<file path="src/rtl/wb_bus_supervisor.sv">
// Wishbone bus supervisor: aborts stalled strobes with an error, enforces a per-tenure
// beat quota via YIELD, and keeps a sticky timeout record for software.
module wb_bus_supervisor #(
  parameter int unsigned TW      = 8,
  parameter int unsigned TIMEOUT = 255,
  parameter int unsigned QUOTA   = 16
) (
  input  logic          CLK,
  input  logic          RST,
  input  logic          CYC,
  input  logic [1:0]    GNT,
  input  logic          STB_I,
  input  logic          ACK_I,
  input  logic          ERR_I,
  input  logic          CLR_I,
  output logic          ACK_O,
  output logic          ERR_O,
  output logic          YIELD,
  output logic          TO_FLAG,
  output logic [1:0]    TO_MASTER,
  output logic [TW-1:0] TO_COUNT
);

  localparam int unsigned BW      = (QUOTA > 0) ? $clog2(QUOTA + 1) : 1;
  localparam logic [TW-1:0] WLast  = TW'(TIMEOUT - 1);
  localparam logic [TW-1:0] CntMax = '1;
  localparam logic [BW-1:0] QuotaB = BW'(QUOTA);
  localparam bit QuotaEn = (QUOTA != 0);

  typedef enum logic [1:0] {StIdle, StActive, StAbort} state_e;

  state_e        state_q, state_d;
  logic [TW-1:0] w_q, w_d;
  logic [BW-1:0] b_q, b_d;
  logic          abort_q, abort_d;
  logic          yield_q, yield_d;
  logic [1:0]    gnt_prev_q, gnt_prev_d;
  logic          to_flag_q, to_flag_d;
  logic [1:0]    to_master_q, to_master_d;
  logic [TW-1:0] to_count_q, to_count_d;

  logic          gnt_chg, live, stall, timeout, beat, bump;
  logic [TW-1:0] w_eff;
  logic [BW-1:0] b_eff, b_inc;
  logic          yield_eff;

  always_comb begin
    // A grant change under CYC starts a new tenure: counters restart this very cycle.
    gnt_chg   = CYC && (GNT != gnt_prev_q);
    live      = CYC && (state_q != StAbort);
    stall     = live && STB_I && !ACK_I && !ERR_I;
    w_eff     = gnt_chg ? '0 : w_q;
    b_eff     = gnt_chg ? '0 : b_q;
    yield_eff = gnt_chg ? 1'b0 : yield_q;
    timeout   = stall && (w_eff == WLast);
    beat      = live && ACK_I;
    bump      = beat && QuotaEn && (b_eff != QuotaB);
    b_inc     = b_eff + BW'(1);

    state_d = state_q;
    unique case (state_q)
      StIdle: begin
        if (timeout) state_d = StAbort;
        else if (CYC) state_d = StActive;
      end
      StActive: begin
        if (!CYC) state_d = StIdle;
        else if (timeout) state_d = StAbort;
      end
      StAbort: begin
        if (!CYC) state_d = StIdle;
      end
      default: state_d = StIdle;
    endcase

    w_d        = (stall && !timeout) ? w_eff + TW'(1) : '0;
    abort_d    = timeout;
    gnt_prev_d = GNT;

    if (!CYC) begin
      b_d     = '0;
      yield_d = 1'b0;
    end else begin
      b_d     = bump ? b_inc : b_eff;
      yield_d = yield_eff || (bump && (b_inc == QuotaB));
    end

    to_flag_d   = to_flag_q;
    to_master_d = to_master_q;
    to_count_d  = to_count_q;
    if (CLR_I) begin
      to_flag_d   = 1'b0;
      to_master_d = '0;
      to_count_d  = '0;
    end
    // Recording a timeout takes priority over a coincident clear.
    if (timeout) begin
      to_flag_d   = 1'b1;
      to_master_d = GNT;
      if (CLR_I) to_count_d = TW'(1);
      else if (to_count_q != CntMax) to_count_d = to_count_q + TW'(1);
      else to_count_d = CntMax;
    end
  end

  always_ff @(posedge CLK) begin
    if (RST) begin
      state_q     <= StIdle;
      w_q         <= '0;
      b_q         <= '0;
      abort_q     <= 1'b0;
      yield_q     <= 1'b0;
      gnt_prev_q  <= '0;
      to_flag_q   <= 1'b0;
      to_master_q <= '0;
      to_count_q  <= '0;
    end else begin
      state_q     <= state_d;
      w_q         <= w_d;
      b_q         <= b_d;
      abort_q     <= abort_d;
      yield_q     <= yield_d;
      gnt_prev_q  <= gnt_prev_d;
      to_flag_q   <= to_flag_d;
      to_master_q <= to_master_d;
      to_count_q  <= to_count_d;
    end
  end

  always_comb begin
    ACK_O     = ACK_I && (state_q != StAbort);
    ERR_O     = (ERR_I && (state_q != StAbort)) || abort_q;
    YIELD     = yield_q;
    TO_FLAG   = to_flag_q;
    TO_MASTER = to_master_q;
    TO_COUNT  = to_count_q;
  end

endmodule

</file>
<file path="config.mk">
export PLATFORM = sky130hd
export DESIGN_NAME = wb_bus_supervisor
export DESIGN_NICKNAME = d
export VERILOG_FILES = /design/src/rtl/wb_bus_supervisor.sv
export SDC_FILE = /design/constraint.sdc
export NUM_CORES = 1
export LEC_CHECK = 0
export BUFFER_PORTS_ARGS = -buffer_cell sky130_fd_sc_hd__buf_4
export CAP_MARGIN = 30
export CORE_MARGIN = 5
export CORE_UTILIZATION = 44
export CTS_CLUSTER_SIZE = 24
export DETAILED_ROUTE_END_ITERATION = 16
export GPL_ROUTABILITY_DRIVEN = 0
export GPL_TIMING_DRIVEN = 0
export PLACE_DENSITY = 0.64
export SLEW_MARGIN = 20
export SYNTH_ARGS = -nofsm -noshare
export SYNTH_HDL_FRONTEND = slang
export SYNTH_SLANG_ARGS = --single-unit
</file>
<file path="constraint.sdc">
create_clock -name CLK -period 3.8 [get_ports CLK]
set_input_delay 0.19 -clock CLK [delete_from_list [all_inputs] [get_ports CLK]]
set_output_delay 0.19 -clock CLK [all_outputs]
set_load 0.01 [all_outputs]
</file>
# Yosys cells after proc, flatten, opt, wreduce, memory -nomap -nowiden

Index checks and enable logic that the tools add are counted.

Bits in registers: 30
Memories: 0
Output and inout port bits: 14
Memory bits (read-only): 0
Input port bits: 9
RAM bits: 0
Latch bits: 0

Equal/unequal tests: 11
Div/mod/pow operators: 0
Order comparisons: 0
Mux-type cells: 18
Add/sub/neg operators: 3
Bitwise gates (word level): 2
Shift operators: 0
Reductions and logical operators: 22
Multiply operators: 0

Operator list:

| kind                  | count |
|---|---|
| $mux W8               | 5 |
| $add A8 B1 Y8 const B | 2 |
| $mux W2               | 7 |
| $logic_and A1 B1 Y1   | 12 |
| $mux W5               | 2 |
| $eq A8 B8 Y1 const B  | 1 |
| $ne A8 B8 Y1 const B  | 1 |
| $ne A3 B3 Y1 const B  | 2 |
| $pmux W2 S3           | 1 |
| $add A5 B1 Y5 const B | 1 |
| $eq A5 B5 Y1 const B  | 1 |
| $ne A5 B5 Y1 const B  | 1 |
| $ne A2 B2 Y1 const B  | 2 |
| $reduce_or A2 Y1      | 2 |
| $logic_not A1 Y1      | 3 |
| $mux W1               | 3 |
| $reduce_and A3 Y1     | 1 |
| $eq A2 B1 Y1 const B  | 1 |
| $eq A2 B2 Y1 const B  | 1 |
| $logic_not A2 Y1      | 1 |
| $logic_or A1 B1 Y1    | 2 |
| $ne A2 B2 Y1          | 1 |
| $not A1 Y1            | 2 |
| $reduce_bool A2 Y1    | 1 |

# Depth between registers and ports, before layout

Gate-level depths: netlist of the first run.

Depth in word-level cells: 10
Gate-level depth with buffers: 10
Depth with buffers taken out: 8

# Least setup slack after synthesis of the first run

No wires, ideal clock.

Path type: register to register
Start point: register gnt_prev_q[1]
End point: register w_q[3]
Required time: 3,736 ps
Path buffers: 2
Stages on the path, launching flop included: 10
Clock period less this slack: 2,118 ps
Slack: 1,682 ps
Arrival: 2,053 ps
Cell sequence: dfxtp_1 xor2_1 o21ai_2 buf_2 nand2_1 ha_1 and4_1 buf_4 or4_4 nor2_1

Cells in the longest elaborated chain, start to end: 9
Elaborated cells on any way between the ends: 10

Ends and longest elaborated chain:

| item                                                  | RTL line | source |
|---|---|---|
| start: declaration                                    | 37       | `logic [1:0] gnt_prev_q, gnt_prev_d;` |
| start signal: assignment                              | 123      | `gnt_prev_q <= gnt_prev_d;` |
| $ne A2 B2 Y1 (*)                                      | 49       | `gnt_chg = CYC && (GNT != gnt_prev_q);` |
| $logic_and A1 B1 Y1 (*)                               | 49       |  |
| $mux W8 (*)                                           | 52       | `w_eff = gnt_chg ? '0 : w_q;` |
| branches (longest 6 deep; another with $add A8 B1 Y8) | n/a      |  |
| end signal: assignment                                | 119      | `w_q <= w_d;` |
| end: declaration                                      | 33       | `logic [TW-1:0] w_q, w_d;` |

Mark *: on every way between the ends.
A chain may end at the register's enable or synchronous reset.

# Worst setup path after layout of the first run

Start point: register gnt_prev_q[1]
End point: register to_master_q[0], in the netlist TO_MASTER[0]

Cells in the longest elaborated chain, start to end: 6
Elaborated cells on any way between the ends: 7

Ends and longest elaborated chain:

| item                                          | RTL line | source |
|---|---|---|
| $ne A2 B2 Y1 (*)                              | 49       |  |
| $logic_and A1 B1 Y1 (*)                       | 49       |  |
| $mux W8 (*)                                   | 52       |  |
| $eq A8 B8 Y1 (*)                              | 55       | `timeout = stall && (w_eff == WLast);` |
| $logic_and A1 B1 Y1 (*)                       | 55       |  |
| $mux W2 or $reduce_bool A2 Y1 (tied branches) | n/a      |  |
| end signal: assignment                        | 125      | `to_master_q <= to_master_d;` |
| end: declaration                              | 39       | `logic [1:0] to_master_q, to_master_d;` |

Every way passes the cells marked *; elsewhere a longest branch is shown, timed or not.

==> run summary, run 1 <==
For this run, the share of the core covered by cells in the final layout is 55.8%. STA classifies the critical path endpoint as a flop. Clock-pin slew was measured on the worst setup and hold paths at 100 ps. The worst setup path is of the flop to flop kind. After the flow finishes, the layout carries non-filler instances totaling 231.

The area fraction in compound gates after synthesis is 15.2%. The area overhead of the layout relative to synthesis came out at 19.3%. IR analysis of the VDD net gives a maximum drop of 0.188 mV.

The mapped netlist covers 0.00145 mm2. The post-CTS resize count is 0. The fraction of synthesized cell area in xor and xnor cells is 6.03%. Setup repair after global routing left no endpoint under its margin. The path class of the tightest hold or removal check is primary input to flop. The number of global-route vias before repair came to 1167. The die extent in x is 67.5 um.

The clock tree skew after final layout came out at 6.27 ps. By area, the combinational part of the netlist is dominated by simple AND/OR/NAND/NOR gates. The buffer type at the clock tree root is sky130_fd_sc_hd__clkbuf_4. For this run, the detailed router's first-pass iteration total came to 4. Summing all multi-input logic gate instances after layout gives 798 um2. The flow ran to the end, and the final reports show no timing, DRC or antenna violations. The gate count after technology mapping came out at 157. Buffers inserted to repair hold after CTS numbered 0. For this block, the via count after detailed routing is 1237. For the pin with the worst max-slew slack, the measured transition is 508 ps. The net count after synthesis is 169. At the worst endpoint, the required time is 3990 ps. The detailed-route vias per instance came out at 5.35.

The max-capacitance violation count came out at 0. The register area share after synthesis is 41.3%. Of the total synthesized cell area, the portion taken by AND, OR, NAND and NOR gates is 31.1%. After layout, the worst path uses 65.2% of the clock period. The layout has 302 filler cells. The repair_antennas step left the layout with diodes totalling 0. After detailed routing, the average wire length per cell comes to 13.5 um. After synthesis, the share of cell area in mux cells is 0%. The data arrival time of the critical path is 2670 ps.

The die outline area is 0.00455 mm2. The number of endpoints with negative hold slack in the final report came to 0. The library cells used most frequently in the layout, excluding fill and tap cells, are sky130_fd_sc_hd__dfxtp_1 (30), sky130_fd_sc_hd__buf_4 (23), sky130_fd_sc_hd__nor2_1 (15), sky130_fd_sc_hd__and3_1 (10). Clock tree synthesis inserted a total of 5 buffers. The count of nets left with antenna violations once routing finished came out at 0. The longest clock path from root to sink contains 2 buffers. Setup violations remaining at the end of the flow were counted as 0. After layout, the design draws a total of 555 uW. The overall fraction of global-route tracks in use came out at 15.7%. After clock tree synthesis, the setup repair step added 0 buffers. The placeable core region is 0.00310 mm2. Leaving out fill and tap cells, the most frequent cell in the layout is sky130_fd_sc_hd__dfxtp_1. Among all flip-flop cells after synthesis, the most frequent one is sky130_fd_sc_hd__dfxtp_1. The post-synthesis share of cell area spent on full adders, half adders and majority gates came out at 2.58%. Summing all non-filler instances in the final layout gives an area of 0.00173 mm2. The starting utilization of the core area is 46.8%. The post-layout net count came out at 198. The initial antenna violation count was 0.

The fraction of synthesis flops using an asynchronous set or reset pin came out at 0%. The number of unique standard cell types used by synthesis came out at 45. The cell count after placement is 223. The placed wire-length estimate after detailed placement came out at 2.28 mm. The kind of launch point of the worst setup path is a flop. The count of standard-cell rows came out at 20. The count of flip-flops with a built-in enable after synthesis is 0.

The setup TNS came out at 0 ps. In this run the mean area of a mapped cell was 9.25 um2. The sum of routed wire length over all layers came out at 3.12 mm. The final routed DRC violation total came out at 0. The placed standard-cell area is 0.00167 mm2. 23 I/O pins were placed. TritonCTS built the clock tree.

The highest achievable clock rate came out at 404 MHz. In this run the vertical extent of the chip is 67.5 um. The share of final-layout standard cells stronger than drive strength 1 came out at 23.0%. The number of H-tree levels came out at 2. The aggregate global routing overflow is 0. The number of warnings reported in the yosys synthesis log came out at 0. The number of DRC markers in iteration 0 came out at 94. The number of sinks on the clock net is 30. The number of buffers added on ports came out at 22. The number of storage elements in the synthesis netlist came out at 30.

The worst relative slew slack is 65.9%. Of all nets on the critical path, the largest fanout is 10. The final-report max-slew violation count is 0. After layout, the minimum clock period comes to 2480 ps. The first-pass GRT wire length is 5.45 mm. In the final layout, flip-flops and latches occupy 601 um2. The pin count of the biggest net entering global routing came out at 11.

The worst-skew pair later-pin latency came out at 330 ps. The analysis attributes to cell leakage a power of 0.669 nW. The power density over the cells came out at 320 mW/mm2.
==> registers in the layout (all words and copies together), names as in the netlist <==
register,count
TO_COUNT,8
TO_FLAG,1
TO_MASTER,2
YIELD,1
abort_q,1
b_q,5
gnt_prev_q,2
state_q,2
w_q,8
==> worst paths after layout <==
| kind | to | startpoint | slack (ps) | depth (start not counted) |
|---|---|---|---|---|
| max | TO_MASTER[0]$_SDFFE_PP0P_ | gnt_prev_q[1]$_SDFF_PP0_ | 1320 | 8 |
| min | gnt_prev_q[1]$_SDFF_PP0_ | GNT[1] | 160 | 2 |
| max reg2reg | TO_MASTER[0]$_SDFFE_PP0P_ | gnt_prev_q[1]$_SDFF_PP0_ | 1320 | 8 |
| min reg2reg | YIELD$_SDFF_PP0_ | YIELD$_SDFF_PP0_ | 460 | 2 |
==> worst max-delay path, stage by stage, from the launching register on <==
cell and delay (ps):
sky130_fd_sc_hd__dfxtp_1 320, sky130_fd_sc_hd__xor2_1 190, sky130_fd_sc_hd__o21ai_2 390, sky130_fd_sc_hd__buf_2 310, sky130_fd_sc_hd__and2_1 180, sky130_fd_sc_hd__ha_1 170
sky130_fd_sc_hd__nand4_1 160, sky130_fd_sc_hd__nor3_2 440, sky130_fd_sc_hd__o21ai_0 190
==> layer usage <==
metal / wire length, um / global-route usage [%] / vias up
met5: 0 / 0 / -
met4: 46 / 5.82 / 0
met3: 163 / 5.16 / 5
met2: 1380 / 23.5 / 19
met1: 1530 / 20.8 / 578
li1: - / - / 635
==> logic make-up after synthesis <==
family                   after synthesis
flip-flops                            30
adder cells (fa/ha/maj)                3
XOR/XNOR                              10
AND/OR/NAND/NOR                       74
buffers and inverters                 11
AO/OA/AOI/OAI                         29
==> through the flow <==
step	worst slack [ps]	hold slack, ps
CTS	1320	143
detailed placement	1350	445
global placement	1380	437
floorplan	1680	360
global route	1180	149
finish	1320	157
==> final cells by class <==
cell class	count	area share, %
sequential	30	34.7
tap	44	3.18
buffer	5	1.81
clock inverter	1	0.289
clock buffer	7	3.18
multi-input combinational	116	46.1
inverter	6	1.30
timing repair buffer	22	9.53
==> cell usage after synthesis (4+ instances only) <==
master                     instances  area (um2)
sky130_fd_sc_hd__a211oi_1          5        37.5
sky130_fd_sc_hd__nor2_1           15        56.3
sky130_fd_sc_hd__nor2b_1           5        31.3
sky130_fd_sc_hd__inv_1             6        22.5
sky130_fd_sc_hd__nand2_1           8        30.0
sky130_fd_sc_hd__o21ai_0           4        20.0
sky130_fd_sc_hd__a21oi_1           4        20.0
sky130_fd_sc_hd__and3_1           10        62.6
sky130_fd_sc_hd__xor2_1            9        78.8
sky130_fd_sc_hd__dfxtp_1          30         601
sky130_fd_sc_hd__nand4_1           5        31.3
sky130_fd_sc_hd__nand3_1           9        45.0
==> power by group <==
part / total [mW] / internal [mW] / leakage [nW] / switching, mW
registers: 0.318 / 0.317 / 0.243 / 0.00139
logic: 0.0388 / 0.0158 / 0.391 / 0.0230
clock network: 0.198 / 0.0896 / 0.0353 / 0.109
total: 0.555 / 0.422 / 0.669 / 0.133
Power figures use the tool's default switching activity.
==> run 2, diff against run 1 <==
--- a/config.mk
+++ b/config.mk
@@ -5,6 +5,7 @@
 export SDC_FILE = /design/constraint.sdc
 export NUM_CORES = 1
 export LEC_CHECK = 0
+export ABC_AREA = 1
 export BUFFER_PORTS_ARGS = -buffer_cell sky130_fd_sc_hd__buf_4
 export CAP_MARGIN = 30
 export CORE_MARGIN = 5
@@ -13,7 +14,7 @@
 export DETAILED_ROUTE_END_ITERATION = 16
 export GPL_ROUTABILITY_DRIVEN = 0
 export GPL_TIMING_DRIVEN = 0
-export PLACE_DENSITY = 0.64
+export PLACE_DENSITY = 0.63
 export SLEW_MARGIN = 20
 export SYNTH_ARGS = -nofsm -noshare
 export SYNTH_HDL_FRONTEND = slang
==> constraint.sdc (replaced) <==
create_clock -name CLK -period 2.5 [get_ports CLK]
set_input_delay 0.125 -clock CLK [delete_from_list [all_inputs] [get_ports CLK]]
set_output_delay 0.125 -clock CLK [all_outputs]
set_load 0.01 [all_outputs]
==> run summary, run 2 <==
The kind of launch point of the worst setup path is a flop (unchanged). The count of pins on the block boundary was 23 (unchanged). The setup slack of the critical path after layout is 604 ps (was 1320 ps).

The clock-pin slew of the registers on the worst-case setup and hold paths is 100 ps (about the same). The worst relative slew slack is 74.1% (was 65.9%). The number of failing setup endpoints in the final timing report is 0 (unchanged). The detailed-route vias per instance is 5.08 (was 5.35).

List of most frequent post-synthesis cells: sky130_fd_sc_hd__nand2_1 (42), sky130_fd_sc_hd__dfxtp_1 (30), sky130_fd_sc_hd__inv_1 (28) (was sky130_fd_sc_hd__dfxtp_1 (30), sky130_fd_sc_hd__nor2_1 (15), sky130_fd_sc_hd__and3_1 (10)). The number of storage elements in the synthesis netlist is 30 (unchanged). The path depth of the worst reg2reg path came to 14 (was 8). The average wire per cell in the routed design is 11.6 um (was 13.5 um). Ordered list of cells on the worst path: inv_1, nand2_1, nand2_1, nand2_2, nand2_4, buf_4, nand2_1, ha_1, nand2_1, nor2_1, nand3_1, buf_2, nand3_1, a21oi_1 (was xor2_1, o21ai_2, buf_2, and2_1, ha_1, nand4_1, nor3_2, o21ai_0).

The diode insertion count for antenna repair is 0 (unchanged). The final routed DRC violation total came out at 0 (unchanged). The count of flip-flops with a built-in enable after synthesis came out at 0 (unchanged).

The final-report max-slew violation count was 0 (unchanged). The launch instance of the worst register-to-register path is gnt_prev_q[1]$_SDFF_PP0_ (unchanged). The number of unique standard cell types used by synthesis came out at 33 (was 45). The number of detailed-routing iterations run before antenna repair is 4 (unchanged). The post-layout net count came out at 260 (was 198).

The worst endpoint required time is 2760 ps (was 3990 ps). The leakage component of the power came out at 0.760 nW (was 0.669 nW). The top cell type by total area after synthesis was sky130_fd_sc_hd__dfxtp_1 (unchanged). The slew at the pin closest to its max-slew limit came out at 388 ps (was 508 ps). The number of standard cells in the final layout excluding fillers is 295 (was 231). The most repeated cell in the gate-level netlist after synthesis is sky130_fd_sc_hd__nand2_1 (was sky130_fd_sc_hd__dfxtp_1). The placeable core region is 0.00339 mm2 (was 0.00310 mm2). The clock tree skew after final layout is 8.22 ps (was 6.27 ps).

The placement-stage worst setup slack is 621 ps (was 1350 ps). The gate count after technology mapping is 220 (was 157). The launching element of the worst setup path was gnt_prev_q[1]$_SDFF_PP0_ (unchanged). The die extent in x came out at 69.5 um (was 67.5 um). The first-pass GRT wire length was 5.91 mm (was 5.45 mm). The max-capacitance violation count was 0 (unchanged). The register area share after synthesis came out at 38.5% (was 41.3%).

The total number of vias came to 1499 (was 1237). The number of DRC markers in iteration 0 came out at 91 (was 94). The floorplan die height came out at 69.5 um (was 67.5 um). The number of warnings reported in the yosys synthesis log came out at 0 (unchanged). Unrepaired setup endpoints after global routing: no (unchanged). The netlist area before placement is 0.00156 mm2 (was 0.00145 mm2). The net count after synthesis came to 232 (was 169). The worst-skew pair later-pin latency came out at 330 ps (about the same). The area overhead of the layout relative to synthesis came out at 17.7% (was 19.3%). The delay contributed by the slowest stage of the critical path was 320 ps (was 440 ps). The quantity of hold-fixing buffers added after cts is 0 (unchanged). Outcome: completed (unchanged). The starting utilization of the core area came out at 46.0% (was 46.8%). The post-CTS resize count is 0 (unchanged). The element type at the critical path end is a flop (unchanged). The initial antenna violation count is 0 (unchanged). The fraction of synthesis flops using an asynchronous set or reset pin came out at 0% (unchanged). The buffer type at the clock tree root is sky130_fd_sc_hd__clkbuf_4 (unchanged). The placed wire-length estimate after detailed placement came out at 2.42 mm (was 2.28 mm).

The TritonCTS buffer count is 5 (unchanged). The share of final-layout standard cells stronger than drive strength 1 came out at 18.5% (was 23.0%). The primary flip-flop cell chosen by synthesis mapping was sky130_fd_sc_hd__dfxtp_1 (unchanged). The number of sinks on the clock net came to 30 (unchanged).

The sum of routed wire length over all layers is 3.44 mm (was 3.12 mm). The highest achievable clock rate is 527 MHz (was 404 MHz). The pin count of the biggest net entering global routing came out at 11 (unchanged). The startpoint-to-endpoint class of the critical path is flop to flop (unchanged). Counting stages on the worst path, the most repeated cell is sky130_fd_sc_hd__nand2_1. The average footprint of a synthesized cell is 7.09 um2 (was 9.25 um2). The most common library cell in the layout ignoring fill and taps was sky130_fd_sc_hd__nand2_1 (was sky130_fd_sc_hd__dfxtp_1). The data arrival time of the critical path came out at 2160 ps (was 2670 ps). Top area cells in the synthesized netlist: sky130_fd_sc_hd__dfxtp_1 (39%), sky130_fd_sc_hd__nand2_1 (10%), sky130_fd_sc_hd__nand3_1 (8.3%), sky130_fd_sc_hd__inv_1 (6.7%), sky130_fd_sc_hd__nor2_1 (6.3%) (was sky130_fd_sc_hd__dfxtp_1 (41%), sky130_fd_sc_hd__xor2_1 (5.4%), sky130_fd_sc_hd__and3_1 (4.3%), sky130_fd_sc_hd__nor2_1 (3.9%), sky130_fd_sc_hd__nand3_1 (3.1%)). The number of endpoints with negative hold slack in the final report is 0 (unchanged). The aggregate global routing overflow came out at 0 (unchanged). The startpoint of the worst hold path was GNT[1] (unchanged). The worst hold path cell count is 3 (was 2). The peak supply drop was 0.258 mV (was 0.188 mV). The top-area cell type share of the netlist area is 38.5% (was 41.3%).

The power density over the cells is 467 mW/mm2 (was 320 mW/mm2). The cell with the biggest individual delay on the critical path is sky130_fd_sc_hd__dfxtp_1 (was sky130_fd_sc_hd__nor3_2). The final core utilization is 54.1% (was 55.8%).

The overall fraction of global-route tracks in use is 15.0% (was 15.7%). The TritonCTS clock tree is built (unchanged). The highest fanout seen on the critical path is 10 (unchanged). The clock tree buffer depth was 2 (unchanged).

The post-route clock period utilization came out at 75.9% (was 65.2%). The setup TNS is 0 ps (unchanged). The remaining number of nets flagged by the antenna check after routing is 0 (unchanged). The count of standard-cell rows came out at 21 (was 20). The class of the worst hold path is primary input to flop (unchanged).

The die outline area came out at 0.00483 mm2 (was 0.00455 mm2). The number of H-tree levels is 2 (unchanged). The number of buffers inserted to repair setup after CTS came out at 0 (unchanged). The cell count after placement is 287 (was 223). Leading cell types in the layout, fill and taps excluded: sky130_fd_sc_hd__nand2_1 (42), sky130_fd_sc_hd__dfxtp_1 (30), sky130_fd_sc_hd__inv_1 (28), sky130_fd_sc_hd__nor2_1 (26), sky130_fd_sc_hd__nand3_1 (26) (was sky130_fd_sc_hd__dfxtp_1 (30), sky130_fd_sc_hd__buf_4 (23), sky130_fd_sc_hd__nor2_1 (15), sky130_fd_sc_hd__and3_1 (10)). The number of buffers added on ports is 21 (was 22). The number of global-route vias before repair is 1303 (was 1167). The shortest clock period the worst path allows after layout is 1900 ps (was 2480 ps).

The fill cell instance count of the final layout came out at 348 (was 302).
==> run 2: changes by cell type after synthesis, sizes merged, moves of 5 or more <==
cell / change
xor2: -8
nand4: +7
a21oi: +11
and3: -10
inv: +24
nor2b: -5
nor2: +12
nand3: +19
nand2: +38
==> run 2: logic make-up after synthesis <==
family | after synthesis | synth area share (%)
flops | 30 | 38.5
fa+ha+maj | 3 | 2.41
compound gates | 29 | 10.4
simple gates | 120 | 38.0
xor+xnor | 2 | 1.12
buf+inv | 36 | 9.55
==> run 2: area by class of cell <==
class                      count  area (um2)  area share [%]
clock buffer                   7        55.1            3.00
clock inverter                 1        5.00           0.273
inverter                      30         113            6.14
tap                           46        57.6            3.14
multi-input combinational    154         810            44.1
sequential                    30         601            32.7
buffer                         6        36.3            1.98
timing repair buffer          21         158            8.59
==> run 2: worst paths after layout <==
path / end / slack (ps)
setup reg to reg: TO_COUNT[0]$_SDFFE_PP0P_ / 600
hold reg to reg: TO_FLAG$_SDFFE_PP0P_ / 460
hold / removal: gnt_prev_q[1]$_SDFF_PP0_ / 10
setup / recovery: TO_COUNT[0]$_SDFFE_PP0P_ / 600
==> run 2: where the power goes <==
part / internal (mW) / switching [mW] / total, mW
combinational: 0.0210 / 0.0386 / 0.0595
sequential: 0.481 / 0.00137 / 0.482
clock: 0.136 / 0.178 / 0.314
total: 0.638 / 0.218 / 0.856
==> run 2: per-stage QoR <==
stage	power, mW	hold WS (ps)	area [um2]
finish	0.856	11.8	1830
global route	0.896	14.3	1830
CTS	0.860	7.26	1830
detailed placement	0.553	359	1770
global placement	0.553	351	1770
floorplan	0.530	242	1560
==> run 2: critical path, delay by kind of cell, from the launching register on <==
| kind | cells | cell delay [ps] |
|---|---|---|
| AOI/OAI and AO/OA | 1 | 140 |
| adders and majority gates | 1 | 210 |
| buffers and inverters | 3 | 470 |
| DFF | 1 | 320 |
| and+or+nand+nor | 9 | 690 |
==> run 2: routing by layer <==
layer,wire (um),track usage [%]
met5,0,0
met4,50,5.86
met3,158,5.65
met2,1550,22.5
met1,1680,19.5
==> run 3, diff against run 2 <==
--- a/config.mk
+++ b/config.mk
@@ -14,7 +14,7 @@
 export DETAILED_ROUTE_END_ITERATION = 16
 export GPL_ROUTABILITY_DRIVEN = 0
 export GPL_TIMING_DRIVEN = 0
-export PLACE_DENSITY = 0.63
+export PLACE_DENSITY = 0.66
 export SLEW_MARGIN = 20
 export SYNTH_ARGS = -nofsm -noshare
 export SYNTH_HDL_FRONTEND = slang
==> constraint.sdc (replaced) <==
create_clock -name CLK -period 1.65 [get_ports CLK]
set_input_delay 0.0825 -clock CLK [delete_from_list [all_inputs] [get_ports CLK]]
set_output_delay 0.0825 -clock CLK [all_outputs]
set_load 0.01 [all_outputs]
==> run summary, run 3 (synthesis gave the netlist of run 2 again) <==
Outcome: complete, but fails checks (was completed). The checks that failed: negative setup slack. The remaining number of nets flagged by the antenna check after routing came to 0 (unchanged). The clock tree buffer depth came out at 2 (unchanged).

The die extent in x was 69.5 um (unchanged). The share of final-layout standard cells stronger than drive strength 1 came out at 33.0% (was 18.5%). The critical path capture point is TO_MASTER[0]$_SDFFE_PP0P_ (was TO_COUNT[0]$_SDFFE_PP0P_).

The detailed-route vias per instance was 4.98 (was 5.08). The number of buffers added on ports came out at 21 (unchanged). The number of failing setup endpoints in the final timing report came to 18 (was 0). The number of detailed-routing iterations run before antenna repair came out at 4 (unchanged). The buffer type at the clock tree root is sky130_fd_sc_hd__clkbuf_4 (unchanged). The number of H-tree levels came out at 2 (unchanged). The floorplan die height is 69.5 um (unchanged). The overall fraction of global-route tracks in use came out at 15.9% (was 15.0%). The slew at the pin closest to its max-slew limit came out at 423 ps (was 388 ps). The number of DRC markers in iteration 0 is 87 (was 91). The count of pins on the block boundary came to 23 (unchanged). The sum of routed wire length over all layers came out at 3.61 mm (was 3.44 mm). The path depth of the worst reg2reg path came out at 13 (was 14). The average wire per cell in the routed design is 11.8 um (was 11.6 um). The setup TNS is -438 ps (was 0 ps). The setup slack of the critical path after layout came out at -36.0 ps (was 604 ps). The number of sinks on the clock net was 30 (unchanged). The proportion of power drawn by flip-flops and latches came to 51.1% (was 56.3%). Leading cell types in the layout, fill and taps excluded: sky130_fd_sc_hd__nand2_1 (36), sky130_fd_sc_hd__buf_4 (28), sky130_fd_sc_hd__dfxtp_1 (27), sky130_fd_sc_hd__inv_1 (25), sky130_fd_sc_hd__nor2_1 (24) (was sky130_fd_sc_hd__nand2_1 (42), sky130_fd_sc_hd__dfxtp_1 (30), sky130_fd_sc_hd__inv_1 (28), sky130_fd_sc_hd__nor2_1 (26), sky130_fd_sc_hd__nand3_1 (26)).

The class of the worst hold path was primary input to flop (unchanged). The most common library cell in the layout ignoring fill and taps was sky130_fd_sc_hd__nand2_1 (unchanged). The kind of launch point of the worst setup path was a flop (unchanged).

The post-layout net count came to 272 (was 260). The overall power came out at 1.43 mW (was 856 uW). The number of global-route vias before repair came to 1345 (was 1303). The share of total power in the clock network was 40.7% (was 36.7%).

The max-capacitance violation count is 0 (unchanged). The highest achievable clock rate came out at 593 MHz (was 527 MHz). The count of standard-cell rows is 21 (unchanged). The worst-skew pair later-pin latency came to 340 ps (was 330 ps). The placeable core region came out at 0.00339 mm2 (unchanged). The leakage component of the power was 0.872 nW (was 0.760 nW). The diode insertion count for antenna repair is 0 (unchanged). The placed wire-length estimate after detailed placement came out at 2.27 mm (was 2.42 mm). The first-pass GRT wire length came out at 6.27 mm (was 5.91 mm). The pin count of the biggest net entering global routing came out at 11 (unchanged). The post-route clock period utilization came out at 102% (was 75.9%). The total number of vias is 1528 (was 1499). The highest fanout seen on the critical path came to 5 (was 10). The aggregate global routing overflow is 0 (unchanged). The peak supply drop is 0.502 mV (was 0.258 mV). The launching element of the worst setup path is gnt_prev_q[1]$_SDFF_PP0_ (unchanged). The worst endpoint required time came out at 1920 ps (was 2760 ps). The reg-to-reg critical path endpoint is TO_MASTER[0]$_SDFFE_PP0P_ (was TO_COUNT[0]$_SDFFE_PP0P_). The flop-to-flop setup slack came out at -40 ps (was 600 ps). The shortest clock period the worst path allows after layout came out at 1690 ps (was 1900 ps). The worst relative slew slack came out at 71.8% (was 74.1%). The TritonCTS clock tree was built (unchanged). The area overhead of the layout relative to synthesis is 36.8% (was 17.7%). The die outline area came out at 0.00483 mm2 (unchanged). The clock-pin slew of the registers on the worst-case setup and hold paths came out at 100 ps (about the same).

The starting utilization of the core area is 46.0% (unchanged). The data arrival time of the critical path was 1960 ps (was 2160 ps). The initial antenna violation count came out at 0 (unchanged). The final routed DRC violation total was 0 (unchanged). The power density over the cells is 672 mW/mm2 (was 467 mW/mm2). The net load switching power is 335 uW (was 218 uW). The final-report max-slew violation count came to 0 (unchanged). The TritonCTS buffer count was 5 (unchanged). The number of endpoints with negative hold slack in the final report is 0 (unchanged). The launch instance of the worst register-to-register path is gnt_prev_q[1]$_SDFF_PP0_ (unchanged).

The combinational fraction of design power came out at 8.2% (was 7.0%). The clock tree skew after final layout is 13.2 ps (was 8.22 ps). The startpoint-to-endpoint class of the critical path is flop to flop (unchanged). Unrepaired setup endpoints after global routing: yes (was no).

The cell internal power dissipation came out at 1.10 mW (was 638 uW). The element type at the critical path end is a flop (unchanged). The switching fraction of total power came out at 23.3% (was 25.4%).
## run 3: cell types whose count changed in the layout (fill, tap and decap cells not counted), moves of 4 or more
cell / delta
sky130_fd_sc_hd__buf_4: +4
sky130_fd_sc_hd__nand3_1: -6
sky130_fd_sc_hd__nand2_1: -6
sky130_fd_sc_hd__buf_6: +5
sky130_fd_sc_hd__dlygate4sd3_1: +4
sky130_fd_sc_hd__nand3_2: +5
sky130_fd_sc_hd__a21oi_2: +7
sky130_fd_sc_hd__a21oi_1: -7
## run 3: what timing repair did
item,CTS,global route
cloned,2,0
hold buffers,4,0
pin swaps,14,14
resized for setup,32,19
setup endpoints to repair,22,22
endpoints found under the hold margin,2,0
setup buffers,6,0
## run 3: power groups by stage
stage / clock network (mW) / logic, mW / registers (mW)
final: 0.584 / 0.118 / 0.732
after global routing: 0.652 / 0.129 / 0.733
after CTS: 0.602 / 0.113 / 0.732
after detailed placement: 0 / 0.0884 / 0.748
after global placement: 0 / 0.0885 / 0.748
after floorplan: 0 / 0.0557 / 0.747
## run 3: worst min path at each step
stage / cells after the start / to / start
after floorplan: 2 / gnt_prev_q[0]$_SDFF_PP0_ / GNT[0]
after global placement: 3 / gnt_prev_q[1]$_SDFF_PP0_ / GNT[1]
after detailed placement: 3 / gnt_prev_q[1]$_SDFF_PP0_ / GNT[1]
after CTS: 4 / TO_COUNT[6]$_SDFFE_PP0P_ / CLR_I
after global routing: 4 / TO_COUNT[6]$_SDFFE_PP0P_ / CLR_I
final: 4 / TO_COUNT[6]$_SDFFE_PP0P_ / CLR_I
## run 3: final cells by class
cell class                 count  area, um2
clock buffer                   6       41.3
fill                         298       1260
clock inverter                 2       37.5
tap                           46       57.6
inverter                      30        115
timing repair buffer          33        262
buffer                         6       53.8
sequential                    30        604
multi-input combinational    154        961
## run 3: critical path, stage by stage (launching register included)
cell and delay, ps:
sky130_fd_sc_hd__dfxtp_2 340, sky130_fd_sc_hd__inv_2 30, sky130_fd_sc_hd__nand2_1 50, sky130_fd_sc_hd__nand2_1 60
sky130_fd_sc_hd__nand2_2 90, sky130_fd_sc_hd__nand2_4 70, sky130_fd_sc_hd__buf_6 130, sky130_fd_sc_hd__nand2_4 60
sky130_fd_sc_hd__ha_4 140, sky130_fd_sc_hd__nand2_4 50, sky130_fd_sc_hd__nor2_4 170, sky130_fd_sc_hd__buf_6 160
sky130_fd_sc_hd__nand4_4 130, sky130_fd_sc_hd__o21ai_2 140
## run 3: through the flow
step / util [%] / cells / setup WS, ps / hold WS [ps] / cell area (um2)
global placement: 52.3 / 287 / -186 / 308 / 1770
floorplan: - / 220 / 18.2 / 200 / 1560
CTS: 60.9 / 307 / -7.62 / 33.5 / 2060
global route: 62.9 / 307 / -146 / 36.6 / 2130
detailed placement: 52.3 / 287 / -218 / 315 / 1770
finish: 62.9 / 307 / -36.0 / 64.6 / 2130
## run 3: per-layer routing
layer | vias to the layer above | track usage [%] | share of wire [%]
li1 | 810 | - | -
met1 | 678 | 20.8 | 47
met2 | 34 | 24.2 | 46
met3 | 6 | 4.78 | 5.1
met4 | 0 | 6.51 | 1.8
met5 | - | 0 | 0
